===== src/rtl/uart_pkg.sv =====
// Shared types and constants for the UART transmit FIFO slice.
package uart_pkg;

  typedef enum logic [1:0] {
    IDLE = 2'd0,
    LOAD = 2'd1,
    ACK  = 2'd2
  } tx_state_e;

  localparam int DATA_W_DEFAULT = 8;
  localparam int STATS_W        = 16;

endpackage


===== src/rtl/uart_fifo_mem.sv =====
// DEPTH x DATA_W storage array for the transmit FIFO: one write port, one asynchronous read port.
module uart_fifo_mem
  import uart_pkg::*;
#(
  parameter int  DEPTH  = 16,
  parameter int  DATA_W = DATA_W_DEFAULT,
  localparam int AW     = $clog2(DEPTH)
) (
  input  logic              clk_i,
  input  logic              we_i,
  input  logic [AW-1:0]     waddr_i,
  input  logic [DATA_W-1:0] wdata_i,
  input  logic [AW-1:0]     raddr_i,
  output logic [DATA_W-1:0] rdata_o
);

  logic [DATA_W-1:0] mem_q [DEPTH];

  // Storage carries no reset; the pointers and count define which entries are valid.
  always_ff @(posedge clk_i) begin
    if (we_i) begin
      mem_q[waddr_i] <= wdata_i;
    end
  end

  assign rdata_o = mem_q[raddr_i];

endmodule


===== src/rtl/uart_tx_fifo.sv =====
// Transmit-side FIFO and load FSM feeding the UART transmitter in the Tx_Clock domain.
// Define UART_TX_FIFO_STATS_EN to add the Tx_Count / Drop_Count statistics outputs.
module uart_tx_fifo
  import uart_pkg::*;
#(
  parameter int  DEPTH  = 16,
  parameter int  DATA_W = DATA_W_DEFAULT,
  localparam int AW     = $clog2(DEPTH)
) (
  input  logic              Clock,
  input  logic              Reset_n,
  input  logic              Flush,
  input  logic              Wr_En,
  input  logic [DATA_W-1:0] Wr_Data,
  output logic              Full,
  output logic              Fifo_Empty,
  output logic [AW:0]       Level,
  output logic              Overflow,
  input  logic              Ovf_Clr,
  input  logic              Tx_Empty,
  output logic              Ld_Tx_Data,
  output logic [DATA_W-1:0] Tx_Data
`ifdef UART_TX_FIFO_STATS_EN
  ,
  output logic [STATS_W-1:0] Tx_Count,
  output logic [STATS_W-1:0] Drop_Count
`endif
);

  if (DEPTH < 2 || (DEPTH & (DEPTH - 1)) != 0) begin : g_bad_depth
    $error("uart_tx_fifo: DEPTH must be a power of 2 and at least 2");
  end

  localparam int          DepthInt  = DEPTH;
  localparam logic [AW:0] FullLevel = DepthInt[AW:0];

  tx_state_e         state_q, state_d;
  logic [AW-1:0]     wr_ptr_q, wr_ptr_d, rd_ptr_q, rd_ptr_d;
  logic [AW:0]       level_q, level_d;
  logic              ovf_q, ovf_d;
  logic [DATA_W-1:0] tx_data_q, tx_data_d;
  logic [DATA_W-1:0] rd_data;
  logic              push, drop, pop;

  uart_fifo_mem #(
    .DEPTH (DEPTH),
    .DATA_W(DATA_W)
  ) u_mem (
    .clk_i  (Clock),
    .we_i   (push),
    .waddr_i(wr_ptr_q),
    .wdata_i(Wr_Data),
    .raddr_i(rd_ptr_q),
    .rdata_o(rd_data)
  );

  // Full/empty come from the registered count, so a push at Full is dropped even alongside a pop.
  assign Full       = (level_q == FullLevel);
  assign Fifo_Empty = (level_q == '0);
  assign Level      = level_q;
  assign push       = Wr_En && !Full && !Flush;
  assign drop       = Wr_En && Full && !Flush;
  assign pop        = (state_q == IDLE) && !Fifo_Empty && Tx_Empty && !Flush;

  always_comb begin
    wr_ptr_d = wr_ptr_q;
    rd_ptr_d = rd_ptr_q;
    level_d  = level_q;
    if (Flush) begin
      wr_ptr_d = '0;
      rd_ptr_d = '0;
      level_d  = '0;
    end else begin
      if (push) wr_ptr_d = wr_ptr_q + 1'b1;
      if (pop)  rd_ptr_d = rd_ptr_q + 1'b1;
      if (push && !pop) begin
        level_d = level_q + 1'b1;
      end else if (pop && !push) begin
        level_d = level_q - 1'b1;
      end
    end
    ovf_d = ovf_q;
    if (drop) begin
      ovf_d = 1'b1;
    end else if (Ovf_Clr) begin
      ovf_d = 1'b0;
    end
  end

  // ACK holds until the transmitter shows it took the byte, which prevents a double load.
  always_comb begin
    state_d   = state_q;
    tx_data_d = tx_data_q;
    case (state_q)
      IDLE: begin
        if (pop) begin
          state_d   = LOAD;
          tx_data_d = rd_data;
        end
      end
      LOAD:    state_d = ACK;
      ACK:     if (!Tx_Empty) state_d = IDLE;
      default: state_d = IDLE;
    endcase
  end

  always_ff @(posedge Clock or negedge Reset_n) begin
    if (!Reset_n) begin
      state_q   <= IDLE;
      wr_ptr_q  <= '0;
      rd_ptr_q  <= '0;
      level_q   <= '0;
      ovf_q     <= 1'b0;
      tx_data_q <= '0;
    end else begin
      state_q   <= state_d;
      wr_ptr_q  <= wr_ptr_d;
      rd_ptr_q  <= rd_ptr_d;
      level_q   <= level_d;
      ovf_q     <= ovf_d;
      tx_data_q <= tx_data_d;
    end
  end

  assign Overflow   = ovf_q;
  assign Ld_Tx_Data = (state_q == LOAD);
  assign Tx_Data    = tx_data_q;

`ifdef UART_TX_FIFO_STATS_EN
  logic [STATS_W-1:0] tx_cnt_q, tx_cnt_d, drop_cnt_q, drop_cnt_d;

  // Every pop enters LOAD; the send counter wraps while the drop counter saturates.
  always_comb begin
    tx_cnt_d   = tx_cnt_q;
    drop_cnt_d = drop_cnt_q;
    if (pop) tx_cnt_d = tx_cnt_q + 1'b1;
    if (drop && (drop_cnt_q != '1)) drop_cnt_d = drop_cnt_q + 1'b1;
  end

  always_ff @(posedge Clock or negedge Reset_n) begin
    if (!Reset_n) begin
      tx_cnt_q   <= '0;
      drop_cnt_q <= '0;
    end else begin
      tx_cnt_q   <= tx_cnt_d;
      drop_cnt_q <= drop_cnt_d;
    end
  end

  assign Tx_Count   = tx_cnt_q;
  assign Drop_Count = drop_cnt_q;
`endif

endmodule


===== config.mk =====
export PLATFORM = sky130hd
export DESIGN_NAME = uart_tx_fifo
export DESIGN_NICKNAME = d
export VERILOG_FILES = /design/src/rtl/uart_pkg.sv /design/src/rtl/uart_fifo_mem.sv /design/src/rtl/uart_tx_fifo.sv
export SDC_FILE = /design/constraint.sdc
export NUM_CORES = 1
export LEC_CHECK = 0
export ABC_AREA = 1
export CAP_MARGIN = 0
export CORE_MARGIN = 1.5
export CORE_UTILIZATION = 45
export CTS_CLUSTER_SIZE = 24
export DETAILED_ROUTE_END_ITERATION = 8
export GPL_ROUTABILITY_DRIVEN = 1
export SLEW_MARGIN = 30
export SYNTH_ARGS = -nofsm -noshare
export SYNTH_HDL_FRONTEND = slang
export SYNTH_HIERARCHICAL = 1
export SYNTH_SLANG_ARGS = --single-unit

===== constraint.sdc =====
create_clock -name Clock -period 2.94 [get_ports Clock]
set_input_delay 0.882 -clock Clock [delete_from_list [all_inputs] [get_ports Clock]]
set_output_delay 0.882 -clock Clock [all_outputs]
set_load 0.01 [all_outputs]

---- Word-level counts from Yosys, hierarchy flattened ----
Memories as Yosys holds them, arrays and structs flattened. A register that Yosys moved wholly into a read port is not among the register bits.
Cells that the tools add are included.
Widths: inputs -> output; s select.
cells by class
  add/sub/neg operators ................... 4
  equal/unequal tests ..................... 5
  mux-type cells .......................... 14
  reductions and logical operators ........ 23
operators by type and width
  cell                 number
  $mux 4               4
  $mux 5               3
  $logic_and 1x1->1    9
  $add 4x1->4 const B  2
  $logic_not 1->1      6
  $pmux 2 s3           1
  $reduce_bool 2->1    3
  $add 5x1->5 const B  1
  $eq 5x5->1 const B   1
  $logic_not 5->1      1
  $sub 5x1->5 const B  1
  $mux 1               4
  $mux 2               2
  $ne 2x2->1 const B   2
  $reduce_and 2->1     2
  $reduce_bool 3->1    1
  $eq 2x1->1 const B   1
  $eq 2x2->1 const B   1
  $logic_not 2->1      1
word-level totals
  bits in registers ....................... 16
  RAM bits ................................ 128
  output and inout port bits .............. 17
  logic and storage cells ................. 52
  memories ................................ 1
memory list
  name         depth  width  read ports  clocked after Yosys merged registers in  write ports  RTL line             text
  u_mem.mem_q  16     8      1           1                                        1            uart_fifo_mem.sv:17  logic [DATA_W-1:0] mem_q [DEPTH];

---- Longest topological paths before layout ----
Gate-level depths: netlist of run 1.
  depth in word-level cells ............... 9
  mapped depth ............................ 15
  mapped depth without buffers ............ 15

---- Cells and area by module ----
The synthesis of run 1 kept the hierarchy.
modules (own cells, without submodules)
  module         instances  cells an instance  area each (um^2)  seq. area each (um^2)
  uart_fifo_mem  1          543                5606.6            3843.7
  uart_tx_fifo   1          149                1242.4            600.6

---- Least setup slack after synthesis of run 1 ----
OpenSTA, ideal clock, no wires.
  path type ............................... input to register
  from .................................... in Wr_En
  to ...................................... reg level_q[4] (netlist: Level[4])
  library setup time ...................... 116 ps
  data arrival time ....................... 2206 ps
  data required time ...................... 2824 ps
  path slack .............................. 618 ps
  stages .................................. 14
  path buffers ............................ 0
  path through ............................ inv_1 nor2_1 nand2_1 inv_2 nand2_1 fa_1 nand3_1 nand3_1 nand2_1 inv_1 nand2_1 nand2_1 nand2_1 nand2_1
on the way
  cells in the longest elaborated chain, start to end .. 5
RTL lines
  element                                               RTL line                                text
  start, declared                                       uart_tx_fifo.sv:13                      input logic Wr_En,
  $logic_and 1x1->1 * (2 in series)                     uart_tx_fifo.sv:61                      assign push = Wr_En && !Full && !Flush;
  via push                                              uart_tx_fifo.sv:43                      logic push, drop, pop;
  $logic_and 1x1->1 or $logic_not 1->1 (tied branches)  uart_tx_fifo.sv:76, uart_tx_fifo.sv:78
  $mux 5 or $logic_and 1x1->1 (tied branches)           uart_tx_fifo.sv:76, uart_tx_fifo.sv:78
  $mux 5 or $reduce_bool 3->1 (tied branches)           -
  end signal, assigned                                  uart_tx_fifo.sv:119                     level_q <= level_d;
  end, declared                                         uart_tx_fifo.sv:39                      logic [AW:0] level_q, level_d;
Mark *: on every way through the listed nets, which the timed path passes. The rest lies on a longest branch.
A chain may end at the register's enable or synchronous reset.

---- Final worst setup path of run 1 ----
  from .................................... reg level_q[0] (netlist: Level[0])
  to ...................................... out Full
on the way
  cells in the longest elaborated chain, start to end .. 1
RTL lines
  element        RTL line            text
  $eq 5x5->1     uart_tx_fifo.sv:58  assign Full = (level_q == FullLevel);
  end, declared  uart_tx_fifo.sv:15  output logic Full,
No other way between the ends.

==> impl_results.md, run 1 <==
* Status: finished, final reports clean
* Post-synthesis compound-gate area fraction at less than 1%
* Multi-input gate area at 1784 um2
* Post-layout minimum cycle time at 2.737 ns
* Synthesized flop and latch total at 152
* Post-synthesis sequential area ratio at approximately 65%
* H-tree Lvls at 4
* WP data arrival at ~1.9 ns
* Mapped cell area at 6849 um2
* R2r endpoint: Level[4]
* Resize count post-CTS at 0
* Worst setup margin at roughly 0.2 ns
* Worst Hold Class: register to register
* Dpl ws at ~0.00048 ns
* Post-Synthesis Cells at 692
* Synth Area in Simple Gates at a little under a quarter
* GRT Overall Usage at 20.14%
* Post-route setup TNS at 0 ns
* Antenna Nets Post-Route at 0
* Total core area at between 10000 and 15000 um2
* CTS tree: yes
* GPL Wtd Cong at between 0.8 and 0.9
* Vias/cell at 4.994
* Clock skew at a little under 0.007 ns
* CP Launch Type: register
* Layout Nets at 764
* Peak VDD IR at 0.4885 mV
* R2R Path Start: Level[0]
* Root buf cell: clkbuf_16
* Maximum root-to-sink buffer count at 2
* Antenna violations before repair at 0
* LEAKAGE at between 3 and 4 nW
* Count of cell types in the netlist at 27
* Share of layout cells above drive strength 1 at about a tenth
* Mapped Nets at 713
* IO Count at 31
* Critical path launch point: Level[0]
* Chip Height at between 100 and 150 um
* Post-Route WL at around 15000 um
* Clk sinks at around 150
* TritonRoute pass-1 iters at 4
* Starting DRC count in detailed routing at approximately 300
* Insertion delay to the later sink of the worst-skew pair at approximately 0.42 ns
* Most common cell after layout, fill and taps aside: nand2_1
* Reg clk slew, reported paths at around 0.060 ns
* Setup crit end kind: output port
* Tightest Pin Transition at 0.7507 ns
* Fill count at between 1000 and 1500
* Largest family of logic cells by synthesized area: simple AND/OR/NAND/NOR gates
* Final Hold Fails at 0
* Syn avg cell area at ~10 um2
* Mux contribution to synthesized area at 0.1461%
* Rows at 44
* Global-route wire length before repair at about 24000 um
* Die width at 126.4 um
* Critical path capture point: Full
* Worst-path fanout max at 6
* Overflow left after global routing at 0
* R2r setup slk at around 0.76 ns
* RSZ-0062 raised after global routing: false
* Number of diodes at 0
* Adder-cell share of the synthesized area at 1.388%
* Die footprint at approximately 16000 um2
* Req. time, crit path at between 2 and 2.5 ns
* Sequential Area at 4446 um2
* Max Cap Viol at 0
* Dpl hpwl at approximately 9600 um
* Initial Util at between 40% and 50%
* R2r worst-path depth at 14
* Largest net degree at the start of global routing at slightly below 70
* Setup Viol. Count Final at 0
* Hold Buf Count CTS at 0
* Routed via count at around 4700
* Area Growth Syn to Fin at 17.61%
* Final Max Tran Viols at 0
* Peak Freq at roughly 0.37 GHz
* Post-CTS setup repair buffer count at 0
* DRC errors left at 0
* Synth Warn # at 6
* Inserted Clock Buffers at 17
* Power per cell area at between 800 and 900 nW/um2
* Drt wl/cell at ~16 um
* Vias in the first global route at about 4500
* Final Core Density at about 55%
* Final worst path period share at 93.08%
* Max transition margin at 49.95%
* Commonest cells after routing, fill and taps aside: nand2_1 (227), edfxtp_1 (128), inv_1 (112), nand3_1 (106), clkdlybuf4s50_1 (30)
* I/O Buffers at 30
* Setup CP Type: register to output port
* Synth Area in XOR/XNOR at 0.2558%
[synthesized netlist by cell type, drive strengths merged]
library cell / number / share of area, %
ha: 6 / 1.1
fa: 1 / 0.29
xnor2: 1 / 0.13
mux2i: 1 / 0.15
nand2: 233 / 13
nor2: 27 / 1.6
dfrtp: 24 / 8.8
nand3: 109 / 8.2
a21oi: 6 / 0.49
inv: 119 / 6.5
and2: 1 / 0.13
nor3: 2 / 0.15
xor2: 1 / 0.13
buf: 25 / 2.5
o21ai: 6 / 0.44
nand3b: 2 / 0.22
edfxtp: 128 / 56
[worst min path at each step]
stage | from | to | slack, ns | cells after the start
global placement | Tx_Data[4] | Tx_Data[4] | 0.46 | 2
global route | Tx_Data[3] | Tx_Data[3] | 0.51 | 2
detailed placement | Tx_Data[3] | Tx_Data[3] | 0.47 | 2
finish | Tx_Data[3] | Tx_Data[3] | 0.48 | 2
floorplan | rd_ptr_q[2] | rd_ptr_q[2] | 0.46 | 1
CTS | Tx_Data[3] | Tx_Data[3] | 0.48 | 2
[power breakdown]
group | switching, mW | total (mW) | leakage, nW | internal [mW]
sequential | 0.100 | 2.57 | 1.47 | 2.47
combinational | 0.985 | 1.57 | 1.77 | 0.589
clock | 0.833 | 2.33 | 0.298 | 1.49
[per-stage QoR]
stage,cells,power [mW],area [um2],hold WS [ns]
3_5_place_dp,908,4.190,7422,0.4713
2_1_floorplan,692,3.654,6849,0.4551
6_report,939,6.469,8055,0.4793
4_1_cts,939,6.531,8055,0.4846
5_1_grt,939,6.799,8055,0.5078
3_3_place_gp,908,4.170,7422,0.4648
[area by class of cell]
type	count	area share, %
Clock buffer	18	5.328
Clock inverter	13	2.532
Inverter	119	5.545
Multi-Input combinational cell	396	22.15
Sequential cell	152	55.19
Tap cell	184	2.858
Timing Repair Buffer	57	6.399
[flip-flops by register name, indices dropped and copies added, names as in the netlist]
| register | flops |
|---|---|
| state_q | 2 |
| rd_ptr_q | 4 |
| Level | 5 |
| Overflow | 1 |
| wr_ptr_q | 4 |
| Tx_Data | 8 |
| u_mem/mem_q | 128 |
[metal layers]
layer	wire length (um)	GRT usage, %	up-vias
li1	-	-	2317
met1	6595	26.10	2240
met2	7395	33.33	114
met3	756	4.639	18
met4	226	7.370	0
met5	0	0	-
[cells by family (layout without fill, tap and decap cells)]
group / count (synthesis) / after routing
compound gates: 12 / 12
mux: 1 / 1
simple gates: 374 / 374
buf+inv: 144 / 207
xor+xnor: 2 / 2
fa+ha+maj: 7 / 7
flops: 152 / 152
[worst max-delay path, cell delays in order (launching register included)]
cell,delay (ns)
dfrtp_1,0.47
nor2_2,0.18
nand3_2,0.14
inv_1,0.10
clkdlybuf4s50_1,0.53
(Power assumes the default switching activity.)
==> run 2: changes to the inputs <==
- CORE_MARGIN: 1.5 -> 1
- CTS_CLUSTER_DIAMETER: not set -> 40
- clock period: 2.94 -> 2.4 ns (I/O delays scaled with it)
==> impl_results.md, run 2 (synthesis gave the netlist of run 1 again) <==
* Fill count at roughly 1300
* Reg clk slew, reported paths at around 0.060 ns
* DRC errors left at 0
* Global-route wire length before repair at between 20000 and 25000 um
* Setup CP Type: register to output port
* I/O Buffers at 30
* CP cell instances: buf_4 -> clkdlybuf4s50_1
* R2r endpoint: Level[4]
* Non-Filler Instances at around 960
* Overflow left after global routing at 0
* WP data arrival at 1.51 ns
* Post-Place Cells at ~900
* Insertion delay to the later sink of the worst-skew pair at about 0.42 ns
* H-tree Lvls at 4
* Setup Viol. Count Final at 0
* Total power at 7.852 mW
* CTS tree: yes
* Status: finished, final reports clean
* RSZ-0062 raised after global routing: false
* TritonRoute pass-1 iters at 4
* Layout Nets at around 780
* R2r worst-path depth at 15
* NetSw at roughly 2.4 mW
* Power per cell area at between 900 and 1000 nW/um2
* Vias in the first global route at 4694
* Worst path top cell family by delay: buffers and inverters
* Req. time, crit path at 1.68 ns
* Antenna violations before repair at 0
* Drt wl/cell at around 16 um
* GPL Wtd Cong at 0.8078
* IO Count at 31
* Peak VDD IR at 0.5608 mV
* Antenna Nets Post-Route at 0
* Dpl hpwl at just under 10000 um
* Vias/cell at 4.981
* LEAKAGE at between 3 and 4 nW
* Share of power burned in the clock network at 33.6%
* Net Sw Frac at a little under a third
* Die footprint at between 15000 and 20000 um2
* Number of diodes at 0
* Final Max Tran Viols at 0
* Post-layout minimum cycle time at ~2.2 ns
* Post-Route WL at between 15000 and 20000 um
* Area Growth Syn to Fin at 19.36%
* Multi-input gate area at between 1500 and 2000 um2
* R2r setup slk at around 0.36 ns
* Worst Hold Class: register to register
* WP buf/inv at 2
* Critical path capture point: Level[1]
* Share of layout cells above drive strength 1 at 13.44%
* Worst-path fanout max at 4
* Max Cap Viol at 0
* Sequential share of power at between 40% and 50%
* Register bank with the most flops: u_mem/mem_q
* Final worst path period share at 92.98%
* Initial Util at between 40% and 50%
* Root buf cell: clkbuf_16
* Clock skew at 0.008082 ns
* Clk sinks at about 150
* Hold WS at 0.4794 ns
* Total core area at about 15000 um2
* Combinational power share at between 20% and 30%
* Routed via count at about 4800
* Inserted Clock Buffers at 17
* Max transition margin at between 50% and 60%
* Tightest Pin Transition at around 0.63 ns
* Peak Freq at approximately 0.45 GHz
* CP max stage cell: clkdlybuf4s50_1
* CP Launch Type: register
* Commonest cells after routing, fill and taps aside: nand2_1 (226), edfxtp_1 (128), inv_1 (112), nand3_1 (106), buf_4 (44)
* Critical path launch point: Level[1]
* GRT Overall Usage at 21.04%
* Max reg flops at about 130
* Final Hold Fails at 0
* P_int at ~5.5 mW
* Worst path depth at 2
* Setup crit end kind: output port
* Die width at ~130 um
* Most common cell after layout, fill and taps aside: nand2_1
* Maximum root-to-sink buffer count at 2
* Sequential Area at 4451 um2
* R2R Path Start: Level[3]
* Largest stage delay on the critical path at between 0.5 and 0.6 ns
* Chip Height at between 100 and 150 um
* Largest net degree at the start of global routing at between 60 and 70
* Rows at 44
* Starting DRC count in detailed routing at 299
## run 2: changes by cell type in the layout (fill, tap and decap cells not counted), sizes merged
| cell | delta |
|---|---|
| buf | +18 |
| clkinv | +3 |
| bufinv | -2 |
| clkdlybuf4s50 | -2 |
| dlygate4sd2 | +2 |
| clkbuf | +1 |
| clkinvlp | -1 |
## run 2: metrics by stage
| step | util, % | worst slack (ns) | setup TNS, ns | area, um2 |
|---|---|---|---|---|
| 2_1_floorplan | - | 0.2396 | 0 | 6849 |
| 3_3_place_gp | 51.21 | -0.2626 | -2.239 | 7527 |
| 3_5_place_dp | 51.21 | -0.2961 | -4.224 | 7527 |
| 4_1_cts | 55.50 | 0.1595 | 0 | 8158 |
| 5_1_grt | 55.62 | 0.03904 | 0 | 8175 |
| 6_report | 55.62 | 0.1685 | 0 | 8175 |
## run 2: worst min path at each step
stage,startpoint,to,slack (ns),cells past startpoint
floorplan,Reset_n,Level[0],0.42,0
global placement,Tx_Data[4],Tx_Data[4],0.47,2
detailed placement,Tx_Data[5],Tx_Data[5],0.47,2
CTS,Tx_Data[4],Tx_Data[4],0.48,2
global route,Tx_Data[5],Tx_Data[5],0.51,2
finish,Tx_Data[2],Tx_Data[2],0.48,2
## run 2: per-layer routing
metal / GRT usage, % / vias up / routed length, um
li1: - / 2356 / -
met1: 27.19 / 2293 / 6842
met2: 34.90 / 107 / 7566
met3: 4.835 / 16 / 824
met4: 7.389 / 0 / 240
met5: 0 / - / 0
## run 2: tightest hold or removal path: stages, from the launching register on
cell,delay [ns]
dfrtp_1,0.34
nand2_1,0.05
nand2_1,0.06
## run 2: area by class of cell
cell class	instances	share of cell area, %
clock buffer	19	5.295
clock inverter	13	1.898
inverter	119	5.464
multi-input combinational	396	22.16
sequential	152	54.44
tap	184	2.816
timing repair buffer	75	7.928
## run 2: repair_timing
action | 4_1_cts | 5_1_grt
hold buffers | 0 | 0
buffers inserted | 4 | 0
gates resized for setup | 8 | 3
setup endpoints to repair | 2 | 1
pin swaps | 1 | 0
cloned | 0 | 0
## run 2: power groups by stage
stage               clock network, mW  logic [mW]  registers, mW
detailed placement                  0        1.97           3.22
global route                     2.81        2.27           3.19
global placement                    0        1.94           3.22
CTS                              2.69        2.04           3.16
floorplan                           0        1.24           3.23
finish                           2.64        2.05           3.16
